File: config.mk
export PLATFORM = sky130hd
export DESIGN_NAME = grid_loader
export DESIGN_NICKNAME = d
export VERILOG_FILES = /design/src/rtl/grid_loader.sv
export SDC_FILE = /design/constraint.sdc
export NUM_CORES = 1
export LEC_CHECK = 0
export CORE_AREA = 2 2 70 72
export CTS_BUF_LIST = sky130_fd_sc_hd__clkbuf_8 sky130_fd_sc_hd__clkbuf_16
export DETAILED_ROUTE_END_ITERATION = 8
export DIE_AREA = 0 0 72 74
export GPL_ROUTABILITY_DRIVEN = 0
export PLACE_DENSITY = 0.88
export SLEW_MARGIN = 5
export SYNTH_ARGS = -nofsm -noshare
export SYNTH_HDL_FRONTEND = slang
export SYNTH_SLANG_ARGS = --single-unit
File: constraint.sdc
create_clock -name clock -period 3 [get_ports clock]
set_clock_uncertainty 0.2 [all_clocks]
set_input_delay 0.6 -clock clock [delete_from_list [all_inputs] [get_ports clock]]
set_output_delay 0.6 -clock clock [all_outputs]
set_load 0.01 [all_outputs]
File: src/rtl/grid_loader.sv
// rtl/grid_loader.sv - serial digit loader that fills a 3x3 grid for the magic-square checker
module grid_loader #(
    parameter int DW = 4
) (
    input  logic          clock,
    input  logic          reset,
    input  logic [DW-1:0] digit_in,
    input  logic          digit_valid,
    output logic          digit_ready,
    input  logic          del,
    input  logic          clear,
    output logic          grid_valid,
    input  logic          grid_ack,
    output logic [3:0]    count,
    output logic [DW-1:0] num1,
    output logic [DW-1:0] num2,
    output logic [DW-1:0] num3,
    output logic [DW-1:0] num4,
    output logic [DW-1:0] num5,
    output logic [DW-1:0] num6,
    output logic [DW-1:0] num7,
    output logic [DW-1:0] num8,
    output logic [DW-1:0] num9
);

    localparam logic [0:0] ST_LOAD = 1'b0;
    localparam logic [0:0] ST_FULL = 1'b1;
    localparam logic [3:0] CELLS   = 4'd9;

    logic [0:0]    state_q, state_d;
    logic [3:0]    count_q, count_d;
    logic [DW-1:0] cell_q [9];
    logic [DW-1:0] cell_d [9];

    always_comb begin
        state_d = state_q;
        count_d = count_q;
        for (int i = 0; i < 9; i++) begin
            cell_d[i] = cell_q[i];
        end

        if (clear) begin
            state_d = ST_LOAD;
            count_d = 4'd0;
            for (int i = 0; i < 9; i++) begin
                cell_d[i] = '0;
            end
        end else if (state_q == ST_FULL) begin
            // Acknowledge outranks backspace; incoming digits are ignored while full.
            if (grid_ack) begin
                state_d = ST_LOAD;
                count_d = 4'd0;
                for (int i = 0; i < 9; i++) begin
                    cell_d[i] = '0;
                end
            end else if (del) begin
                state_d   = ST_LOAD;
                count_d   = CELLS - 4'd1;
                cell_d[8] = '0;
            end
        end else begin
            if (del) begin
                if (count_q != 4'd0) begin
                    count_d = count_q - 4'd1;
                    for (int i = 0; i < 9; i++) begin
                        if (4'(i) == count_d) begin
                            cell_d[i] = '0;
                        end
                    end
                end
            end else if (digit_valid && (count_q < CELLS)) begin
                count_d = count_q + 4'd1;
                for (int i = 0; i < 9; i++) begin
                    if (4'(i) == count_q) begin
                        cell_d[i] = digit_in;
                    end
                end
                if (count_d == CELLS) begin
                    state_d = ST_FULL;
                end
            end
        end
    end

    always_ff @(posedge clock) begin
        if (reset) begin
            state_q <= ST_LOAD;
            count_q <= 4'd0;
            for (int i = 0; i < 9; i++) begin
                cell_q[i] <= '0;
            end
        end else begin
            state_q <= state_d;
            count_q <= count_d;
            for (int i = 0; i < 9; i++) begin
                cell_q[i] <= cell_d[i];
            end
        end
    end

    assign digit_ready = (state_q == ST_LOAD);
    assign grid_valid  = (state_q == ST_FULL);
    assign count       = count_q;
    assign num1        = cell_q[0];
    assign num2        = cell_q[1];
    assign num3        = cell_q[2];
    assign num4        = cell_q[3];
    assign num5        = cell_q[4];
    assign num6        = cell_q[5];
    assign num7        = cell_q[6];
    assign num8        = cell_q[7];
    assign num9        = cell_q[8];

endmodule

### After elaboration in Yosys (flattened, before gate mapping)

Memory sizes are Yosys's and may differ from the RTL's.
Cells that the tools add are included.

| storage, ports and cells | value |
|---|---|
| logic and storage cells | 92 |
| output and inout port bits | 42 |
| memories kept | 1 |
| register bits | 5 |
| memory bits (writable) | 36 |
| bits of input ports | 10 |

Memory list:

| name | depth | bits a word | rd ports | clocked after memory_dff | write ports | RTL line | source |
|---|---|---|---|---|---|---|---|
| cell_q | 9 | 4 | 9 | 0 | 9 | 32 | `logic [DW-1:0] cell_q [9];` |

| operators by class | value |
|---|---|
| bitwise logic cells | 10 |
| order comparisons | 1 |
| reduce and logical (&&, ||, !) cells | 7 |
| mux-type cells | 50 |
| equal/unequal tests | 19 |
| add/subtract/negate cells | 2 |

Operators by type and width:

| operator | number |
|---|---|
| $mux W36 | 5 |
| $mux W4 | 35 |
| $eq A3 B4 Y1 const A | 8 |
| $mux W32 | 1 |
| $eq A2 B4 Y1 const A | 4 |
| $mux W1 | 9 |
| $or A1 B1 Y1 | 9 |
| $eq A1 B4 Y1 const A | 2 |
| $eq A4 B4 Y1 const A | 2 |
| $logic_not A4 Y1 | 2 |
| $add A4 B1 Y4 const B | 1 |
| $eq A4 B4 Y1 const B | 1 |
| $lt A4 B4 Y1 const B | 1 |
| $reduce_bool A4 Y1 | 1 |
| $sub A4 B1 Y4 const B | 1 |
| $ne A3 B1 Y1 const B | 1 |
| $ne A3 B3 Y1 const B | 1 |
| $reduce_and A3 Y1 | 1 |
| $reduce_bool A3 Y1 | 1 |
| $reduce_or A2 Y1 | 1 |
| $logic_and A1 B1 Y1 | 1 |
| $not A1 Y1 | 1 |

### Longest topological paths before layout

| depth | value |
|---|---|
| word-level depth | 8 |
| depth in mapped cells | 8 |
| depth with buffers taken out | 7 |

### Worst setup path after synthesis

No wires, ideal clock.

| timing | value |
|---|---|
| path type | register to register |
| from | register count_q[0], in the netlist count[0] |
| to | memory cell_q[7][0], in the netlist cell_q[0][28] |
| arrival time | 1.994 ns |
| required time | 2.678 ns |
| setup slack | 0.684 ns |
| clock period less this slack | 2.316 ns |
| path buffers | 1 |
| cell stages (with the launch flop) | 9 |
| cells stage by stage | dfxtp_1 inv_1 ha_1 buf_6 nor3b_4 a21oi_2 o21ai_4 a211o_4 mux2i_1 |

RTL lines:

| item | RTL line | source |
|---|---|---|
| start: declaration | 31 | `logic [3:0] count_q, count_d;` |
| start signal: assignment | 94 | `count_q <= count_d;` |
| end: declaration | 32 |  |

==> impl_summary.txt <==
----------------------------------------------------
[Timing]
  Count of endpoints failing setup in the final report ... 0
  Worst-Margin Slew ... 619 ps
  Aggregate negative setup slack ... 0 ps
  Final Slew Violations ... 0
  Unrepaired setup endpoints after global routing ... false
  Post-layout min period ... 2740 ps
  Period utilization ... about nine tenths
  Peak clock frequency supported by timing ... between 0.3 and 0.4 GHz
  Hold violation total from the final report ... 0
  Worst hold slack across all endpoints ... around 260 ps
  Max_slew headroom ... about three fifths

[Pwr]
  Worst supply voltage drop on vdd ... between 0.2 and 0.25 mV
  Total power draw ... 1.09 mW
  Leakage ... roughly 1.1 nW
  Areal power density over the cells ... around 390 mW/mm2

[Job]
  Max Cap Violations ... 0

[GRT]
  Via count of the first global-routing pass ... between 1500 and 2000
  Total overflow reported by the global router ... 0
  Maximum number of pins on one net before global-route repair ... 26
  All-layer global routing usage ... 19.2%
  Antenna violations before repair ... 0
  Wire length of the first global-routing pass ... ~7900 um

[Clock network]
  Post-CTS setup buffers ... 0
  H-tree depth reported by CTS ... 2
  Resized cells post-CTS ... 0
  Clk slew on worst S/H paths ... roughly 80 ps
  CTS tree ... done
  Cts-stage hold buffer count ... 0
  Maximum buffer depth of the clock tree ... 2
  Inserted Clock Buffers ... 5
  Worst-skew pair later-pin latency ... a little under 300 ps
  Clock Root Buffer ... clkbuf_8
  Sink count of the clock tree ... 41

[Worst setup path]
  Launching instance or port of the critical path ... count[0]
  Worst reg2reg startpoint ... count[0]
  Highest fanout seen on the critical path ... 11
  Crit path arrival time ... 2750 ps
  Setup Crit Path Kind ... reg -> reg
  Type of destination of the critical path ... register
  Critical path required time ... roughly 3000 ps
  Startpoint types ... register

[Yosys]
  Main area contributors after synthesis ... dfxtp_1 (38%), mux2i_1 (17%), nand2_1 (7.3%), ha_1 (4.0%), nor3_4 (2.3%)
  Number of flip-flops and latches in the synthesized netlist ... 41
  Synth area leader ... dfxtp_1
  Post-synth EDFFs ... 0
  Average footprint of a synthesized cell ... between 9 and 10 um2
  Area share of the largest cell type after synthesis ... between 30 and 40%
  Post-synthesis cell count ... 222
  Post-synth ARST share ... 0%
  Top cells by count, synth ... nand2_1 (42), dfxtp_1 (41), mux2i_1 (37), nor2_1 (10)
  Proportion of synthesized chip area in sequential cells ... between 30% and 40%
  Primary flip-flop cell chosen by synthesis mapping ... dfxtp_1
  Netlist area before placement ... 0.00216 mm2
  Number of library cell types mapped by synthesis ... 50
  Syn nets ... 239
  Most frequent cell after synthesis ... nand2_1
  Number of warning messages in the yosys log ... 0

[Floorplanning]
  Total die area ... between 0.005 and 0.006 mm2
  Core Rows ... 25
  Die Span X ... around 72 um
  Initial Utilization ... 47.0%
  Core area ... 0.00460 mm2
  I/O pin count ... 52
  Die Ht ... roughly 74 um

[Placed design]
  Port-buffer cells ... ~50
  Total half-perimeter wirelength after legalization and detailed placement ... 3490 um
  Total placed cells including tap cells ... between 300 and 400

[Routing]
  First drt pass iteration count ... 5
  Wire length after detailed routing ... 4930 um
  Via count ... approximately 1800
  Final antenna-violating net count ... 0
  Routed via count divided by cell count ... roughly 5.5
  Iteration-0 DRC Markers ... 95
  Number of remaining DRC errors ... 0
  Routed length per placed instance ... approximately 15 um

[Final layout]
  Final cell count without fillers ... around 330
  Area added between synthesis and finish ... 28.2%
  Number of antenna diodes ... 0
  Share of cells above drive strength 1 ... around 14%
  Nets ... roughly 290
  Core utilization of the finished layout ... roughly 60%
  Fillers ... between 300 and 400

[Min path]
  Worst hold-check path type ... reg -> reg
  Worst hold path startpoint ... cell_q[0][4]

[Run status]
  Run status ... complete, no violations

----------------------------------------------------
==> final cells by class <==
cell class,instances,area (um2),area share (%)
clock buffers,6,82.6,2.98
clock inverters,1,7.51,0.271
inverters,5,18.8,0.677
multi-input cells,164,1220,44.0
flip-flops and latches,41,821,29.6
well taps,54,67.6,2.44
repair buffers,57,556,20.0
==> placed cells by master, fill, tap and decap left out, drive strengths merged <==
master,n
xor2,1
mux2i,37
o2111ai,2
nor3,7
o211ai,2
clkdlybuf4s50,51
a21oi,9
or2,3
buf,6
o41ai,1
o31ai,2
a211o,1
xnor2,3
o21bai,1
or2b,1
nand2,46
o311a,1
clkbuf,6
mux2,1
a31oi,1
a22oi,1
clkinvlp,1
o21ai,6
a311oi,1
nand2b,3
or4,1
ha,7
a22o,2
nand3b,1
o311ai,1
a32oi,3
a21boi,1
inv,5
o22ai,1
nand4,2
nor3b,1
o211a,1
dfxtp,41
nand3,3
nor2,10
==> power by group <==
part | internal, mW | switching [mW]
sequential | 0.549 | 0.00851
combinational | 0.0716 | 0.0988
clock | 0.182 | 0.185
total | 0.802 | 0.292
==> per-layer routing <==
layer  vias up  GRT usage, %  wire (um)  share of wire (%)
met5         -             0          0                  0
met4         0          9.43         89                1.8
met3         7          3.52        278                5.6
met2        67          31.3       2350                 48
met1       832          24.6       2210                 45
li1        883             -          -                  -
==> critical path: stages (launching register included) <==
cell and delay, ps:
dfxtp_1 530, inv_1 200, ha_1 370, nand2b_1 270
a21oi_2 120, o21ai_4 440, a22o_2 310, mux2i_1 210
==> metrics by stage <==
step / instance area [um2] / worst slack [ps]
after floorplan: 2160 / 684
after global placement: 2680 / 361
after detailed placement: 2680 / 326
after CTS: 2770 / 283
after global routing: 2770 / 93.1
final: 2770 / 263
==> final timing paths <==
| check | endpoint | slack (ps) | cells after the start |
|---|---|---|---|
| worst max-delay path | cell_q[0][10] | 260 | 7 |
| worst min-delay path | cell_q[0][4] | 260 | 2 |
| worst max register to register | cell_q[0][10] | 260 | 7 |
| worst min register to register | cell_q[0][4] | 260 | 2 |
==> kinds of logic after synthesis <==
family	count (synthesis)	synth area share, %
DFF	41	37.9
adders and majority gates	7	4.05
buffers and inverters	17	5.61
and+or+nand+nor	78	18.5
xor gates and xnor gates	4	1.62
AOI/OAI and AO/OA	37	14.6
muxes	38	17.6
==> sequential cells by signal, summed over array words and instances (netlist names) <==
name	count
grid_valid	1
cell_q	36
count	4
Power figures use the tool's default switching activity.
==> RTL edit 1: new RTL, same flow settings <==
Put one more register stage on the output `count`. The value now appears one clock later. The other outputs are not delayed to match.
--- a/src/rtl/grid_loader.sv
+++ b/src/rtl/grid_loader.sv
@@ -100,7 +100,9 @@
 
     assign digit_ready = (state_q == ST_LOAD);
     assign grid_valid  = (state_q == ST_FULL);
-    assign count       = count_q;
+    always_ff @(posedge clock) begin
+        count <= count_q;
+    end
     assign num1        = cell_q[0];
     assign num2        = cell_q[1];
     assign num3        = cell_q[2];
Behaviour: not the same (a bounded check fails within 4 cycles, from zero or initial values).
==> RTL edit 1 against the unedited design <==
  * Area after synthesis increased by 2.3%
  * Cell area grew 4.7%
  * Die area stayed put
  * Highest routed layer unchanged
  * Power is 24% higher
  * Largest cell class unchanged
  * Wire length is 4.1% higher
  * Sequential cell count increased by 4
  * First-iteration DRC count grew 26%
  * Setup slack better by 0.13 ns
==> RTL edit 1: results (changes against the unedited design) <==
| Metric | Value |
|---|---|
| Synth cell types | `54 (+8.0%)` |
| Number of non-clock buffers in the layout | `56 (-1.8%)` |
| DR pass1 iterations | `4 (-1)` |
| Multi-input combinational area share | `42.7% (-1.4 points)` |
| Seq Cell Count | `45 (+9.8%)` |
| CP max stage delay | `0.51 ns (-0.02 ns)` |
| Crit path max-delay family | `simple AND/OR/NAND/NOR gates` |
| Power Density | `467 mW/mm^2 (+18%)` |
| Leak Pwr | `1.12 nW (+2.8%)` |
| Clock buf/inv share | `4.61% (+1.4 points)` |
| Seq pwr | `0.000621 W (+11%)` |
| Share of cells above drive strength 1 | `12.3% (-1.2 points)` |
| Fillers | `371 (-4.4%)` |
| HPWL Detailed | `3660 um (+4.9%)` |
| Sequential cell area | `901 sq um (+9.8%)` |
| Worst VDD drop | `0.000311 V (+28%)` |
| Pre-CTS setup slack | `0.322 ns (-0.00358 ns)` |
| Post-synthesis mux area share | `16.3% (-1.4 points)` |
| Post-Synth Adder-Cell Area | `3.96% (-0.089 points)` |
| Placed cell areas | `0.00277 sq mm (+3.2%)` |
| Slew HR | `53.4% (-5.3 points)` |
| Share of the yosys chip area belonging to registers | `40.7% (+2.8 points)` |
| DR iter-0 viols | `120 (+26%)` |
| Worst path arrival time | `2.62 ns (-0.13 ns)` |
| Nets | `292 (+0.34%)` |
| Crit path max-delay cell type | `ha_1` |
| Worst reg-to-reg setup slack | `0.40 ns (+0.13 ns)` |
| Reg2reg end | `cell_q[0][29]` |
| Synth cell count leaders | `dfxtp_1 (45), nand2_1 (45), mux2i_1 (36)` |
| Metal2 WL | `2500 um (+6.6%)` |
| Power share of the clock group | `39.6% (+6.1 points)` |
| Final Non-Filler Cells | `330 (+0.61%)` |
| Hold Slack | `0.258 ns (-0.00317 ns)` |
| Post-synthesis compound-gate area fraction | `12.1% (-2.5 points)` |
| Multi-input gates | `163 (-0.61%)` |
| Synth area leaders | `dfxtp_1 (41%), mux2i_1 (16%), nand2_1 (7.6%)` |
| Post-synth EDFFs | `0 (unchanged)` |
| Comb power frac | `14.6% (-1.0 points)` |
| Logic inverters | `4 (-1)` |
| Inst Count DP | `322 (+0.31%)` |
| Wl on met1 | `2220 um (+0.50%)` |
| NonClk Buf Share | `18.9% (-1.2 points)` |
| Avg Vias per Cell | `5.48 (+0.45%)` |
| First-pass GRT wire length | `8280 um (+4.9%)` |
| Pin count of the biggest net entering global routing | `38 (+46%)` |
| Net Count, Synth | `240 (+0.42%)` |
| DR WL/cell | `15.5 um (+3.5%)` |
| Outcome | `finished clean` |
[RTL edit 1: cell types whose count changed after synthesis, sizes merged, moves of 3 or more]
cell    before  now
nor2b        0    4
a32oi        3    0
dfxtp       41   45
a21oi        9    4
a221oi       0    4
[RTL edit 1: how the worst max path moves through the flow]
stage	from	to	slack, ns	depth (start not counted)
after CTS	count_q[0]	cell_q[0][29]	0.41	7
after detailed placement	del	cell_q[0][18]	0.32	6
after global placement	del	cell_q[0][5]	0.39	6
final	count_q[0]	cell_q[0][29]	0.40	7
after global routing	count_q[0]	cell_q[0][21]	0.25	7
after floorplan	count_q[0]	cell_q[0][16]	0.76	8
[RTL edit 1: per-layer routing]
| layer | up-vias | GRT usage [%] |
|---|---|---|
| li1 | 875 | - |
| met1 | 855 | 24.6 |
| met2 | 64 | 33.4 |
| met3 | 14 | 5.01 |
| met4 | 0 | 9.85 |
| met5 | - | 0 |
==> RTL edit 2: new RTL, same settings <==
Made on the original files. Change the parameter `DW` from 4 to 3.
--- a/src/rtl/grid_loader.sv
+++ b/src/rtl/grid_loader.sv
@@ -1,6 +1,6 @@
 // rtl/grid_loader.sv - serial digit loader that fills a 3x3 grid for the magic-square checker
 module grid_loader #(
-    parameter int DW = 4
+    parameter int DW = 3
 ) (
     input  logic          clock,
     input  logic          reset,
Interface: changed (10 resized); port bits go from 52 to 42. The function was not compared with the original's and may differ.
==> RTL edit 2 against the unedited design <==
  * Power is 6.8% lower
  * Count of clock-buffer cells in the layout is 1 lower
  * Area after synthesis is 14% lower
  * Cell count is 7.9% lower
  * Combinational power is 3% lower
  * Sequential cell count is 9 lower
  * Cell area is 12% lower
  * Wire length is 3.1% lower
  * Setup slack better by 0.22 ns
  * Die area stayed put
  * Largest cell class unchanged
  * Largest power group unchanged
==> RTL edit 2: results (changes against the unedited design) <==
| Metric | Value |
|---|---|
| Fillers | `414 (+6.7%)` |
| Power share of the clock group | `41.1% (+7.6 points)` |
| Pre-CTS setup slack | `0.336 ns (+0.0103 ns)` |
| Inst Count DP | `294 (-8.4%)` |
| Post-synthesis mux area share | `14.0% (-3.6 points)` |
| Share of the yosys chip area belonging to registers | `34.5% (-3.4 points)` |
| Worst setup startpoint | `count[2]` |
| GRT Total Usage | `19.6% (+0.45 points)` |
| GRT met3 Usage | `4.47% (+0.95 points)` |
| Net Count, Synth | `216 (-9.6%)` |
| Final Non-Filler Cells | `302 (-7.9%)` |
| Switching power | `0.000278 W (-4.9%)` |
| Placed cell areas | `0.00233 sq mm (-13%)` |
| Nets | `262 (-10%)` |
| DR pass1 iterations | `4 (-1)` |
| HPWL Detailed | `3410 um (-2.3%)` |
| Largest register FFs | `27 (-25%)` |
| DR WL/cell | `15.8 um (+5.3%)` |
| Detail Route met3 WL | `344 um (+24%)` |
| Post-Synth XOR/XNOR Area | `1.42% (-0.20 points)` |
| Post-synthesis compound-gate area fraction | `15.9% (+1.3 points)` |
| Global-route track usage on met2 | `33.6% (+2.4 points)` |
| Worst Tran Pin Value | `0.675 ns (+0.0562 ns)` |
| Outcome | `finished clean` |
| Comb power frac | `16.2% (+0.6 points)` |
| First-pass GRT wire length | `8080 um (+2.4%)` |
| Synth area leaders | `dfxtp_1 (35%), mux2i_1 (14%), nand2_1 (6.3%)` |
| Pin count of the biggest net entering global routing | `25 (-3.8%)` |
| DR iter-0 viols | `112 (+18%)` |
| Synth cell count leaders | `dfxtp_1 (32), nand2_1 (31), mux2i_1 (26)` |
| Worst path arrival time | `1.72 ns (-1.03 ns)` |
| Wl on met1 | `1930 um (-13%)` |
| Leak Pwr | `0.911 nW (-16%)` |
| Crit path max-delay family | `flip-flops` |
| Avg Inst Size Synth | `9.23 sq um (-5.3%)` |
| CP max stage delay | `0.76 ns (+0.23 ns)` |
[RTL edit 2: cell types whose count changed in the layout (fill, tap and decap cells not counted), sizes merged, moves of 5 or more]
cell	change
nand2	-15
dfxtp	-9
mux2i	-11
nand3b	+7
a21oi	+5
clkdlybuf4s50	-10
nand3	+9
[RTL edit 2: cell type report]
type / instances / area share [%]
Clock inverter: 3 / 1.74
Clock buffer: 5 / 2.81
Timing Repair Buffer: 50 / 19.5
Tap cell: 54 / 2.76
Inverter: 6 / 0.921
Multi-Input combinational cell: 152 / 46.0
Sequential cell: 32 / 26.2
[RTL edit 2: path summary, 6_finish.rpt]
kind / endpoint / slack, ns / cells after the start
max: count[2] / 0.48 / 1
min: cell_q[0][19] / 0.26 / 2
max reg2reg: cell_q[0][22] / 0.70 / 7
min reg2reg: cell_q[0][19] / 0.26 / 2
[RTL edit 2: through the flow]
stage	total power, W	util, %
floorplan	0.000558	-
CTS	0.00103	53.2
global route	0.00106	53.2
global placement	0.000603	50.8
finish	0.00102	53.2
detailed placement	0.000606	50.8
